==> src/rtl/lb_byte_bridge.sv <==
// Byte-stream to LocalBus bridge: parses 0x57 write / 0x52 read packets from the host
// receiver, issues single-cycle LocalBus strobes and returns read data as four bytes.
module lb_byte_bridge #(
    parameter logic [15:0] rd_timeout = 16'd255,
    parameter logic [15:0] rx_timeout = 16'd50000
) (
    input  logic        clk_lb,
    input  logic        reset_n,
    input  logic [7:0]  rx_byte,
    input  logic        rx_valid,
    output logic [7:0]  tx_byte,
    output logic        tx_valid,
    input  logic        tx_ready,
    output logic        lb_wr,
    output logic        lb_rd,
    output logic [31:0] lb_addr,
    output logic [31:0] lb_wr_d,
    input  logic [31:0] lb_rd_d,
    input  logic        lb_rd_rdy,
    output logic        busy
);

    localparam logic [7:0]  CMD_WR  = 8'h57;
    localparam logic [7:0]  CMD_RD  = 8'h52;
    localparam logic [31:0] RD_FILL = 32'hDEAD_BEEF;
    localparam logic [15:0] CNT_MAX = 16'hFFFF;

    typedef enum logic [2:0] {
        IDLE,
        ADDR,
        DATA,
        WR,
        RD,
        RD_WAIT,
        TX
    } state_t;

    state_t      state;
    state_t      state_nxt;
    logic        is_wr;
    logic [1:0]  byte_cnt;
    logic [1:0]  tx_cnt;
    logic [15:0] gap_cnt;
    logic [15:0] wait_cnt;
    logic [31:0] rd_shift;

    logic        rx_take;
    logic        rd_capture;
    logic        rd_expired;
    logic        tx_fire;

    always_comb begin
        // NOTE: every signal written here gets a default first, so no path can infer a latch.
        state_nxt  = state;
        rx_take    = 1'b0;
        rd_capture = 1'b0;
        rd_expired = 1'b0;
        tx_fire    = 1'b0;

        case (state)
            IDLE: begin
                if (rx_valid && (rx_byte == CMD_WR || rx_byte == CMD_RD)) begin
                    state_nxt = ADDR;
                end
            end
            ADDR: begin
                if (rx_valid) begin
                    rx_take = 1'b1;
                    if (byte_cnt == 2'd3) begin
                        state_nxt = is_wr ? DATA : RD;
                    end
                end else if (gap_cnt == rx_timeout) begin
                    state_nxt = IDLE;
                end
            end
            DATA: begin
                if (rx_valid) begin
                    rx_take = 1'b1;
                    if (byte_cnt == 2'd3) begin
                        state_nxt = WR;
                    end
                end else if (gap_cnt == rx_timeout) begin
                    state_nxt = IDLE;
                end
            end
            WR: begin
                state_nxt = IDLE;
            end
            RD: begin
                state_nxt = RD_WAIT;
            end
            RD_WAIT: begin
                // Returned data wins over a timeout landing on the same edge.
                if (lb_rd_rdy) begin
                    rd_capture = 1'b1;
                    state_nxt  = TX;
                end else if (wait_cnt == rd_timeout) begin
                    rd_expired = 1'b1;
                    state_nxt  = TX;
                end
            end
            TX: begin
                if (tx_valid && tx_ready) begin
                    tx_fire = 1'b1;
                    if (tx_cnt == 2'd3) begin
                        state_nxt = IDLE;
                    end
                end
            end
            default: begin
                state_nxt = IDLE;
            end
        endcase
    end

    always_ff @(posedge clk_lb or negedge reset_n) begin
        if (!reset_n) begin
            state <= IDLE;
        end else begin
            // NOTE: sequential state uses non-blocking assignments so every flop sees pre-edge values.
            state <= state_nxt;
        end
    end

    // Strobes and status are decoded from the next state so they line up with the state register.
    always_ff @(posedge clk_lb or negedge reset_n) begin
        if (!reset_n) begin
            lb_wr    <= 1'b0;
            lb_rd    <= 1'b0;
            tx_valid <= 1'b0;
            busy     <= 1'b0;
        end else begin
            lb_wr    <= (state_nxt == WR);
            lb_rd    <= (state_nxt == RD);
            tx_valid <= (state_nxt == TX);
            busy     <= (state_nxt != IDLE);
        end
    end

    always_ff @(posedge clk_lb or negedge reset_n) begin
        if (!reset_n) begin
            is_wr    <= 1'b0;
            byte_cnt <= 2'd0;
            lb_addr  <= 32'd0;
            lb_wr_d  <= 32'd0;
        end else begin
            if (state == IDLE && state_nxt == ADDR) begin
                is_wr <= (rx_byte == CMD_WR);
            end
            // The 2-bit count wraps to zero after the 4th byte, ready for the next field.
            if (state == IDLE) begin
                byte_cnt <= 2'd0;
            end else if (rx_take) begin
                byte_cnt <= byte_cnt + 2'd1;
            end
            if (rx_take && state == ADDR) begin
                lb_addr <= {lb_addr[23:0], rx_byte};
            end
            if (rx_take && state == DATA) begin
                lb_wr_d <= {lb_wr_d[23:0], rx_byte};
            end
        end
    end

    always_ff @(posedge clk_lb or negedge reset_n) begin
        if (!reset_n) begin
            gap_cnt  <= 16'd0;
            wait_cnt <= 16'd0;
        end else begin
            if (rx_valid || !(state == ADDR || state == DATA)) begin
                gap_cnt <= 16'd0;
            end else if (gap_cnt != CNT_MAX) begin
                gap_cnt <= gap_cnt + 16'd1;
            end
            if (state != RD_WAIT) begin
                wait_cnt <= 16'd0;
            end else if (wait_cnt != CNT_MAX) begin
                wait_cnt <= wait_cnt + 16'd1;
            end
        end
    end

    always_ff @(posedge clk_lb or negedge reset_n) begin
        if (!reset_n) begin
            rd_shift <= 32'd0;
            tx_cnt   <= 2'd0;
        end else begin
            if (rd_capture) begin
                rd_shift <= lb_rd_d;
            end else if (rd_expired) begin
                rd_shift <= RD_FILL;
            end else if (tx_fire) begin
                rd_shift <= {rd_shift[23:0], 8'h00};
            end
            if (state != TX) begin
                tx_cnt <= 2'd0;
            end else if (tx_fire) begin
                tx_cnt <= tx_cnt + 2'd1;
            end
        end
    end

    assign tx_byte = rd_shift[31:24];

endmodule

==> config.mk <==
export PLATFORM = sky130hd
export DESIGN_NAME = lb_byte_bridge
export DESIGN_NICKNAME = d
export VERILOG_FILES = /design/src/rtl/lb_byte_bridge.sv
export SDC_FILE = /design/constraint.sdc
export NUM_CORES = 1
export LEC_CHECK = 0
export CORE_MARGIN = 5
export CORE_UTILIZATION = 52
export DETAILED_ROUTE_END_ITERATION = 10
export GPL_TIMING_DRIVEN = 1
export PLACE_DENSITY = 0.8
export SYNTH_ARGS = -nofsm -noshare
export SYNTH_HDL_FRONTEND = slang
export SYNTH_SLANG_ARGS = --single-unit
==> constraint.sdc <==
create_clock -name clk_lb -period 3 [get_ports clk_lb]
set_input_delay 0.3 -clock clk_lb [delete_from_list [all_inputs] [get_ports clk_lb]]
set_output_delay 0.3 -clock clk_lb [all_outputs]
set_load 0.01 [all_outputs]
After elaboration in Yosys (flattened, before gate mapping)
Cells that the tools add are included.
W data, S select, Z words.
{"block": "op_classes", "addsub": 4, "eq_ne": 19, "mux": 32, "n_reduce_logical": 17}
{"cell": "$mux W32", "count": 3}
{"cell": "$mux W16", "count": 4}
{"cell": "$mux W3", "count": 11}
{"cell": "$add A16 B1 Y16 const B", "count": 2}
{"cell": "$ne A16 B16 Y1 const B", "count": 2}
{"cell": "$pmux W3 S6", "count": 1}
{"cell": "$eq A16 B16 Y1 const B", "count": 1}
{"cell": "$eq A16 B8 Y1 const B", "count": 1}
{"cell": "$eq A8 B7 Y1 const B", "count": 2}
{"cell": "$eq A3 B3 Y1 const B", "count": 5}
{"cell": "$mux W1", "count": 9}
{"cell": "$mux W2", "count": 4}
{"cell": "$reduce_bool A2 Y1", "count": 4}
{"cell": "$eq A3 B1 Y1 const B", "count": 2}
{"cell": "$eq A3 B2 Y1 const B", "count": 2}
{"cell": "$ne A3 B3 Y1 const B", "count": 2}
{"cell": "$reduce_bool A3 Y1", "count": 2}
{"cell": "$logic_and A1 B1 Y1", "count": 5}
{"cell": "$add A2 B1 Y2 const B", "count": 2}
{"cell": "$eq A2 B2 Y1 const B", "count": 2}
{"cell": "$logic_not A3 Y1", "count": 1}
{"cell": "$logic_or A1 B1 Y1", "count": 3}
{"cell": "$reduce_or A2 Y1", "count": 1}
{"cell": "$logic_not A1 Y1", "count": 1}
{"block": "word_totals", "reg_bits": 140, "wordCells": 85}

Logic depth before layout (Yosys ltp)
Gate-level depths: netlist of the first run.
{"block": "depth", "depth_word": 7, "ltp_mapped": 7}

Worst setup path before layout of the first run
Ideal clock, no wire load.
{"block": "synth_path", "path_type": "register -> register", "from": "register wait_cnt[8]", "to": "register rd_shift[18]", "setup_time_ns": 0.121, "arrival_time_ns": 2.075, "required_time_ns": 2.879, "setup_slack_ns": 0.804, "stages_incl_launch_ff": 7, "path_buffers": 1, "path_cell_list": "dfrtp_1 > or4_1 > or4_4 > a21oi_4 > nor2_2 > buf_6 > a22o_1"}
{"block": "synth_via", "elab_chain_len": 6}
{"element": "start, declared", "line_no": "44", "rtl": "logic [15:0] wait_cnt;"}
{"element": "start signal, assigned", "line_no": "178", "rtl": "wait_cnt <= wait_cnt + 16'd1;"}
{"element": "$eq A16 B8 Y1 *", "line_no": "97", "rtl": "end else if (wait_cnt == rd_timeout) begin"}
{"element": "$mux W1 *", "line_no": "97"}
{"element": "$mux W1 *", "line_no": "94", "rtl": "if (lb_rd_rdy) begin"}
{"element": "$mux W1 *", "line_no": "60", "rtl": "case (state)"}
{"element": "$mux W32", "line_no": "190", "rtl": "end else if (rd_expired) begin"}
{"element": "$mux W32", "line_no": "188", "rtl": "if (rd_capture) begin"}
{"element": "end signal, assigned", "line_no": "189", "rtl": "rd_shift <= lb_rd_d;"}
{"element": "end signal, assigned", "line_no": "193", "rtl": "rd_shift <= {rd_shift[23:0], 8'h00};"}
{"element": "end, declared", "line_no": "45", "rtl": "logic [31:0] rd_shift;"}
Mark *: on every way between the ends. The rest lies on a longest branch, timed or not.
A chain may end at the register's enable or synchronous reset.

Worst setup path in the final report of the first run
{"block": "layout_path", "from": "register wait_cnt[8]", "to": "register rd_shift[19]"}
The elaborated chain is that of the path after synthesis.

==> results of run 1 <==
-- path summary, 6_finish.rpt --
check                                              from                        to  slack, ps  cells after the start
worst max-delay path            wait_cnt[8]$_DFFE_PN0P_  rd_shift[19]$_DFFE_PN0P_        510                      5
max in group asynchronous                       reset_n         is_wr$_DFFE_PN0P_       1740                      3
worst min-delay path                            reset_n   wait_cnt[5]$_DFFE_PN0P_        440                      2
min in group clk_lb                         lb_rd_d[20]  rd_shift[20]$_DFFE_PN0P_        470                      3
worst max register to register  wait_cnt[8]$_DFFE_PN0P_  rd_shift[19]$_DFFE_PN0P_        510                      5
worst min register to register        is_wr$_DFFE_PN0P_           lb_rd$_DFF_PN0_        490                      1
-- final cells by class --
cell class                 instances  area [µm²]  share of cell area (%)
multi-input combinational        388        2610                    31.6
clock buffer                      22         454                    5.51
tap                              147         184                    2.23
timing repair buffer             130        1290                    15.7
clock inverter                    10         186                    2.26
sequential                       140        3500                    42.5
inverter                           4        15.0                   0.182
-- worst reg2reg max path, cell delays in order, from the launching register on --
cell     delay [ps]
dfrtp_1         440
or4_1           550
or4_4           550
a21oi_4         310
nor2_2          230
a22o_1          310
-- cells in the final DEF (no fill, tap or decap), types with 3 or more instances in the layout --
cell             instances
a21oi_1                 27
a22o_1                  18
a31oi_1                 11
and3_1                   6
buf_4                    8
bufinv_16                5
clkbuf_1                 4
clkbuf_16               17
clkdlybuf4s50_1        119
dfrtp_1                140
ha_1                     5
inv_1                    4
mux2_2                  65
nand2_1                 40
nand2b_1                 4
nand3_1                 12
nand4_1                  7
nor2_1                  69
nor3_1                  18
nor4_1                   4
o2111ai_1                3
o21ai_0                 30
or3_1                    5
xnor2_1                 10
xor2_1                  10
-- per-layer routing --
layer	wire (µm)	up-vias
li1	-	2249
met1	6250	2461
met2	7910	122
met3	705	18
met4	224	0
met5	0	-
-- metrics by stage --
stage | total power, µW | cells
finish | 5520 | 841
CTS | 5560 | 841
global placement | 3250 | 808
detailed placement | 3290 | 808
floorplan | 2670 | 568
global route | 5740 | 841
-- report_power, final --
part	switching, µW	internal, µW
registers	177	2110
logic	378	586
clock network	773	1500
total	1330	4190
-- flip-flops by register name, summed over array words and instances (netlist names) --
| name | cells |
|---|---|
| state | 3 |
| tx_valid | 1 |
| wait_cnt | 16 |
| lb_wr_d | 32 |
| is_wr | 1 |
| gap_cnt | 16 |
| lb_addr | 32 |
| rd_shift | 32 |
| byte_cnt | 2 |
| tx_cnt | 2 |
| busy | 1 |
| lb_rd | 1 |
| lb_wr | 1 |
-- cell families after synthesis --
family / count (synthesis)
and+or+nand+nor: 191
xor gates and xnor gates: 20
DFF: 140
adders and majority gates: 7
buffers and inverters: 40
muxes: 67
AOI/OAI and AO/OA: 103
-- repair_timing --
item	4_1_cts	5_1_grt
hold endpoints to repair	63	0
setup buffers	0	0
hold buffers	1	0
==> run_results.csv, run 1 <==
group,metric,value,unit
floorplan,core_area,12000,µm²
clock_network,insertion_delay,420,ps
clock_network,htree_num_levels,4,
place,gp_congestion,0.869,
synth,synth_compound_area_share,10.5,%
min_path,hp-class,"primary input to async pin",
synth,yosysTopAreaCell,"dfrtp_1",
final_layout,utilization,68.9,%
sta,finalHoldViolations,0,
synth,synth_cell_types,55,
global_route,grt_pass1_vias,5039,
clock_network,clockBufferDepth,2,
clock_network,cts-root-buf,"clkbuf_16",
global_route,met3_usage,5.94,%
route,initialDrtViolationCount,346,
synth,synth_top_area_share,55.6,%
final_layout,fill_cells,854,
route,route.detailed.drc,0,
synth,synth_top_family_by_area,"simple AND/OR/NAND/NOR gates",
sta,worst_pin_slew,1130,ps
critical_path,arrival,2790,ps
critical_path,slowest_delay,550,ps
global_route,grt_antenna_before_repair,0,
global_route,grt_max_degree,78,
critical_path,crit_fanout,18,
critical_path,critPathBufInv,0,
floorplan,start_util,52.6,%
synth,synthSimpleGateAreaFrac,14.8,%
critical_path,path_delay_family,"simple AND/OR/NAND/NOR gates",
floorplan,rows,40,
synth,synth-main-ff-cell,"dfrtp_1",
sta,rsz0062_at_grt,"false",
critical_path,slowest_stage,"or4_4",
route,wl_per_cell,17.9,µm
power,power_density,670,nW/µm²
run_status,status,"finished clean",
synth,syn_nets,618,
route,wirelength,15100,µm
route,avgViaCountPerCell,5.77,
sta,max_freq,401,MHz
synth,synth.most_common_cell,"dfrtp_1",
synth,synth_edf_count,0,
final_layout,final_area,8240,µm²
sta,holdWs,442,ps
clock_network,cts.repair.resized,0,
route,drtPass1Iterations,5,
sta,slew_headroom,23.9,%
critical_path,worstSetupPathType,"flip-flop to flip-flop",
sta,fin_crit_sh,83.1,%
critical_path,cp-start-kind,"flip-flop",
power,leakagePower,0.00366,µW
floorplan,io-pin-count,121,
synth,synthCells,568,
critical_path,worstPathCellList,"or4_1 -> or4_4 -> a21oi_4 -> nor2_2 -> a22o_1",
synth,synthTopCellsByArea,"dfrtp_1, mux2_2, nor2_1, a22o_1, nand2_1",
global_route,grt_pass1_wl,25000,µm
place,pre_cts_ws,548,ps
sta,finalCriticalPeriod,2490,ps
synth,synthXorXnorAreaFrac,2.78,%
clock_network,clk_pin_slew,60,ps
final_layout,syn2layout_area_growth,30.9,%
global_route,use_met1,27.0,%
place,placed_cell_area,7590,µm²
synth,ys_seq_area_share,55.6,%
sta,skew,11.2,ps
sta,drv_slew,0,
synth,muxShareOfSynthArea,11.9,%
floorplan,dieArea,14400,µm²
critical_path,endpoint_kind,"flip-flop",
place,hpwl,10300,µm
clock_network,cts_tree,"done",
final_layout,diodes,0,
place,io_buffer_count,120,
synth,avgSynthCellArea,11.1,µm²
floorplan,die-height,120,µm
route,num_vias,4850,
flow_run,maxCapViolCount,0,
sta,setup_viol,0,
final_layout,drive_gt1_share,16.1,%
global_route,grt.overflow.total,0,
global_route,met2_usage,36.4,%
synth,ys_warn_count,0,
synth,synthAdderAreaFrac,1.31,%
power,ir_worst_vdd,0.439,mV
synth,synthTopCellsByCount,"dfrtp_1, nor2_1, mux2_2",
synth,synth.cell_area,6300,µm²
clock_network,cts_made_buffers,17,
route,ant_nets,0,
synth,async_flop_share,100,%
final_layout,final_nets,731,
synth,ys_seq_elements,140,
sta,fin_ws,507,ps
clock_network,clock-sinks,140,
floorplan,die_width,120,µm
global_route,busiest_layer,"met2",
critical_path,required,3300,ps
global_route,grt_usage,21.7,%
sta,finalSetupTns,0,ps
Power figures use the tool's default switching activity.
==> run 2: changes to the inputs <==
- CORE_UTILIZATION: 52 -> 47
- PLACE_DENSITY: 0.8 -> 0.76
- clock period: 3 -> 2.2 ns (I/O delays scaled with it)
==> run_results.csv, run 2 (synthesis gave the netlist of run 1 again) <==
group,metric,value,unit
final_layout,fill_cells,1003,
flow_run,maxCapViolCount,0,
critical_path,cp-start-kind,"flip-flop",
critical_path,endpoint_kind,"flip-flop",
clock_network,cts-root-buf,"clkbuf_16",
critical_path,crit_top_cell,"or4_4",
final_layout,diodes,0,
power,clkPwrFrac,38.3,%
critical_path,worstPathCellList,"or4_4 -> or4_4 -> a21oi_4 -> buf_12 -> nor2_4 -> a22o_1",
clock_network,clk_pin_slew,60,ps
clock_network,insertion_delay,420,ps
power,comb_power_share,18.8,%
global_route,grt_pass1_wl,25500,µm
final_layout,final_common_cell,"dfrtp_1",
route,ant_nets,0,
global_route,grt.overflow.total,0,
floorplan,dieArea,15800,µm²
route,wirelength,15200,µm
power,leakagePower,0.00375,µW
sta,finalCriticalPeriod,2220,ps
sta,max_freq,450,MHz
route,num_vias,4912,
min_path,hp-class,"primary input to flip-flop",
power,sequentialPowerShare,42.9,%
clock_network,htree_num_levels,4,
sta,slew_headroom,46.3,%
route,route.detailed.drc,0,
critical_path,crit_fanout,9,
sta,worst_pin_slew,805,ps
power,p_sw_share,27.0,%
sta,rsz0062_at_grt,"true",
power,ir_worst_vdd,0.495,mV
sta,setup_viol,11,
sta,drv_slew,0,
clock_network,cts_made_buffers,17,
final_layout,multiInputGateArea,2640,µm²
place,placed_cell_area,7780,µm²
place,place_inst,854,
clock_network,cts_tree,"done",
floorplan,core_area,13200,µm²
sta,skew,7.87,ps
critical_path,required,2510,ps
route,avgViaCountPerCell,5.50,
sta,holdWs,391,ps
final_layout,fin_cells,893,
final_layout,drive_gt1_share,19.8,%
critical_path,critPathBufInv,1,
place,io_buffer_count,120,
place,hpwl,10600,µm
final_layout,layout.cells.most_common_list,"dfrtp_1, clkdlybuf4s50_1, nor2_1, mux2_2, nand2_1",
critical_path,slowest_delay,540,ps
sta,fin_crit_sh,101,%
route,wl_per_cell,17.0,µm
place,pre_cts_ws,-10.0,ps
final_layout,final_nets,754,
clock_network,clock-sinks,140,
global_route,grt_usage,19.6,%
route,drtPass1Iterations,4,
final_layout,final_area,8450,µm²
route,initialDrtViolationCount,339,
global_route,grt_antenna_before_repair,0,
final_layout,area.sequential,3500,µm²
global_route,grt_max_degree,91,
global_route,grt_pass1_vias,5138,
floorplan,die_width,126,µm
place,gp_congestion,0.851,
floorplan,io-pin-count,121,
sta,finalHoldViolations,0,
power,power_density,858,nW/µm²
final_layout,syn2layout_area_growth,34.2,%
run_status,status,"complete, but fails checks",
floorplan,rows,42,
critical_path,path_delay_family,"simple AND/OR/NAND/NOR gates",
power,switchingPower,1960,µW
critical_path,arrival,2540,ps
critical_path,worstSetupPathType,"flip-flop to flip-flop",
final_layout,top_regs,"lb_addr (32), lb_wr_d (32), rd_shift (32)",
clock_network,clockBufferDepth,2,
run_status,failed_checks,"negative setup slack",
critical_path,slowest_stage,"or4_4",
floorplan,die-height,126,µm
power,p_int,5290,µW
floorplan,start_util,47.7,%
sta,fin_ws,-24.5,ps
## run 2: stage by stage
stage | setup TNS (ps) | power, µW | utilization, %
detailed placement | -10.0 | 4520 | 59.0
CTS | 0 | 7330 | 63.5
finish | -66.0 | 7250 | 64.1
global route | -1330 | 7560 | 64.1
floorplan | 0 | 3640 | -
global placement | -17.4 | 4470 | 59.0
## run 2: what timing repair did
action / CTS / global route
endpoints found under the hold margin: 86 / 0
hold buffers: 1 / 0
gates cloned: 0 / 3
gates resized for setup: 1 / 9
setup buffers: 0 / 3
pin swaps: 0 / 18
setup endpoints to repair: 4 / 30
## run 2: per-layer routing
metal / global-route usage, % / part of all wire (%)
met1: 24.5 / 41
met2: 32.3 / 51
met3: 5.21 / 5.1
met4: 8.71 / 2.5
met5: 0 / 0
## run 2: cell type report
| type | instances | share of cell area, % |
|---|---|---|
| sequential | 140 | 41.5 |
| tap | 176 | 2.61 |
| timing repair buffer | 151 | 17.7 |
| multi-input combinational | 390 | 31.2 |
| clock inverter | 15 | 1.79 |
| clock buffer | 17 | 5.03 |
| inverter | 4 | 0.178 |
## run 2: path summary, 6_finish.rpt
path	start	end	slack (ps)	cells past startpoint
worst max-delay path	wait_cnt[10]$_DFFE_PN0P_	rd_shift[12]$_DFFE_PN0P_	-20	6
worst min-delay path	lb_rd_d[20]	rd_shift[20]$_DFFE_PN0P_	390	3
worst max register to register	wait_cnt[10]$_DFFE_PN0P_	rd_shift[12]$_DFFE_PN0P_	-20	6
worst min register to register	rd_shift[21]$_DFFE_PN0P_	rd_shift[21]$_DFFE_PN0P_	500	1
max in group asynchronous	reset_n	lb_addr[26]$_DFFE_PN0P_	1040	3
min in group asynchronous	reset_n	wait_cnt[11]$_DFFE_PN0P_	430	2
## run 2: power groups by stage
stage | clock, µW | combinational [µW] | sequential, µW
finish | 2770 | 1360 | 3110
CTS | 2820 | 1390 | 3120
global placement | 0 | 1340 | 3140
floorplan | 0 | 432 | 3210
global route | 2960 | 1450 | 3160
detailed placement | 0 | 1370 | 3150
## run 2: worst reg2reg max path, cell delays in order, from the launching register on
cell	delay [ps]
dfrtp_1	400
or4_4	520
or4_4	540
a21oi_4	190
buf_12	150
nor2_4	70
a22o_1	250
==> run 3: changes to the inputs <==
- CORE_UTILIZATION: 47 -> 49
- CTS_BUF_LIST: not set -> sky130_fd_sc_hd__clkbuf_8
- PLACE_DENSITY: 0.76 -> 0.79
==> run_results.csv, run 3 (synthesis gave the netlist of run 1 again) <==
group,metric,value,unit
final_layout,final_nets,750,
route,avgViaCountPerCell,5.51,
global_route,use_met1,25.6,%
power,leakagePower,0.00366,µW
final_layout,diodes,0,
critical_path,crit_fanout,18,
global_route,met2_usage,34.0,%
sta,max_freq,464,MHz
critical_path,cp-start-kind,"flip-flop",
place,hpwl,10600,µm
clock_network,clk_pin_slew,80,ps
flow_run,maxCapViolCount,0,
critical_path,worstSetupPathType,"flip-flop to flip-flop",
floorplan,core_area,12600,µm²
sta,finalCriticalPeriod,2150,ps
route,wirelength,14900,µm
critical_path,r2r_slack,50,ps
place,gp_congestion,0.887,
global_route,met3_usage,5.86,%
run_status,status,"finished clean",
clock_network,clock-sinks,140,
floorplan,io-pin-count,121,
final_layout,utilization,65.2,%
sta,holdWs,279,ps
critical_path,endpoint_kind,"flip-flop",
final_layout,fill_cells,979,
sta,slew_headroom,58.6,%
global_route,grt_max_degree,53,
sta,setup_viol,0,
clock_network,cts_tree,"done",
route,num_vias,4873,
sta,worst_pin_slew,617,ps
global_route,grt_pass1_vias,4930,
min_path,hp-class,"primary input to async pin",
sta,fin_ws,45.9,ps
route,wl_per_cell,16.9,µm
final_layout,multiInputGateArea,2620,µm²
clock_network,cts_made_buffers,17,
global_route,grt_antenna_before_repair,0,
sta,rsz0062_at_grt,"true",
sta,drv_slew,0,
power,ir_worst_vdd,0.512,mV
clock_network,cts-root-buf,"clkbuf_8",
final_layout,final_area,8230,µm²
global_route,grt_usage,20.4,%
place,pre_cts_ws,15.5,ps
critical_path,reg2reg_from,"wait_cnt[8]$_DFFE_PN0P_",
global_route,busiest_layer,"met2",
power,power_density,797,nW/µm²
critical_path,timing.rr.end,"rd_shift[27]$_DFFE_PN0P_",
final_layout,final_common_cell,"dfrtp_1",
sta,fin_crit_sh,97.9,%
route,route.detailed.drc,0,
place,placed_cell_area,7790,µm²
final_layout,top_regs,"lb_addr (32), lb_wr_d (32), rd_shift (32)",
global_route,grt_pass1_wl,24200,µm
final_layout,area.sequential,3500,µm²
place,place_inst,850,
critical_path,ff2ff_path_depth,5,
sta,finalHoldViolations,0,
route,ant_nets,0,
place,io_buffer_count,120,
clock_network,clockBufferDepth,2,
clock_network,insertion_delay,450,ps
critical_path,required,2530,ps
floorplan,die-height,123,µm
route,drtPass1Iterations,4,
sta,skew,15.0,ps
floorplan,die_width,123,µm
clock_network,htree_num_levels,4,
floorplan,dieArea,15200,µm²
final_layout,fin_cells,884,
floorplan,start_util,49.9,%
final_layout,layout.cells.most_common_list,"dfrtp_1, clkdlybuf4s50_1, nor2_1, mux2_2, nand2_1",
final_layout,syn2layout_area_growth,30.7,%
floorplan,rows,41,
global_route,grt.overflow.total,0,
critical_path,arrival,2480,ps
final_layout,drive_gt1_share,19.0,%
route,initialDrtViolationCount,254,
-- run 3: how the worst max path moves through the flow --
stage	start	to	slack [ps]	cells after the start
2_1_floorplan	wait_cnt[8]$_DFFE_PN0P_	rd_shift[18]$_DFFE_PN0P_	4	6
3_3_place_gp	rx_byte[1]	is_wr$_DFFE_PN0P_	2	4
3_5_place_dp	rx_byte[6]	is_wr$_DFFE_PN0P_	20	4
4_1_cts	wait_cnt[8]$_DFFE_PN0P_	rd_shift[27]$_DFFE_PN0P_	6	5
5_1_grt	wait_cnt[8]$_DFFE_PN0P_	rd_shift[3]$_DFFE_PN0P_	-30	6
6_report	wait_cnt[8]$_DFFE_PN0P_	rd_shift[27]$_DFFE_PN0P_	50	5
-- run 3: report_power, final --
| group | internal (µW) | leakage (µW) | switching [µW] | total (µW) |
|---|---|---|---|---|
| Clock | 1060 | 0.000203 | 1030 | 2090 |
| Combinational | 829 | 0.00157 | 542 | 1370 |
| Sequential | 2870 | 0.00188 | 228 | 3090 |
| Total | 4750 | 0.00366 | 1800 | 6560 |
-- run 3: final cells by class --
cell class                      instances  share of cell area (%)
Timing Repair Buffer                  149                    17.9
Tap cell                              172                    2.61
Multi-Input combinational cell        388                    31.8
Inverter                                4                   0.182
Clock inverter                         13                    1.91
Sequential cell                       140                    42.6
Clock buffer                           18                    3.01
-- run 3: stage by stage --
stage / setup TNS [ps] / total power [µW]
after floorplan: 0 / 3640
after global placement: 0 / 4480
after detailed placement: 0 / 4530
after CTS: 0 / 6640
after global routing: -202 / 6850
final: 0 / 6560
-- run 3: worst max-delay path: stages (launching register included) --
cell	delay, ps
dfrtp_1	380
or4_1	510
or4_4	540
a21oi_4	220
nor2_4	130
a22o_1	260
-- run 3: per-layer routing --
| metal | part of all wire, % | vias up |
|---|---|---|
| li1 | - | 2294 |
| met3 | 5.2 | 23 |
| met5 | 0 | - |
| met2 | 52 | 116 |
| met4 | 1.8 | 0 |
| met1 | 41 | 2440 |
-- run 3: timing repair --
action                                  in CTS  in global routing
endpoints found under the setup margin       0                 19
setup buffers                                0                  2
hold buffers                                 1                  0
hold endpoints to repair                    47                  0
resized for setup                            0                  3
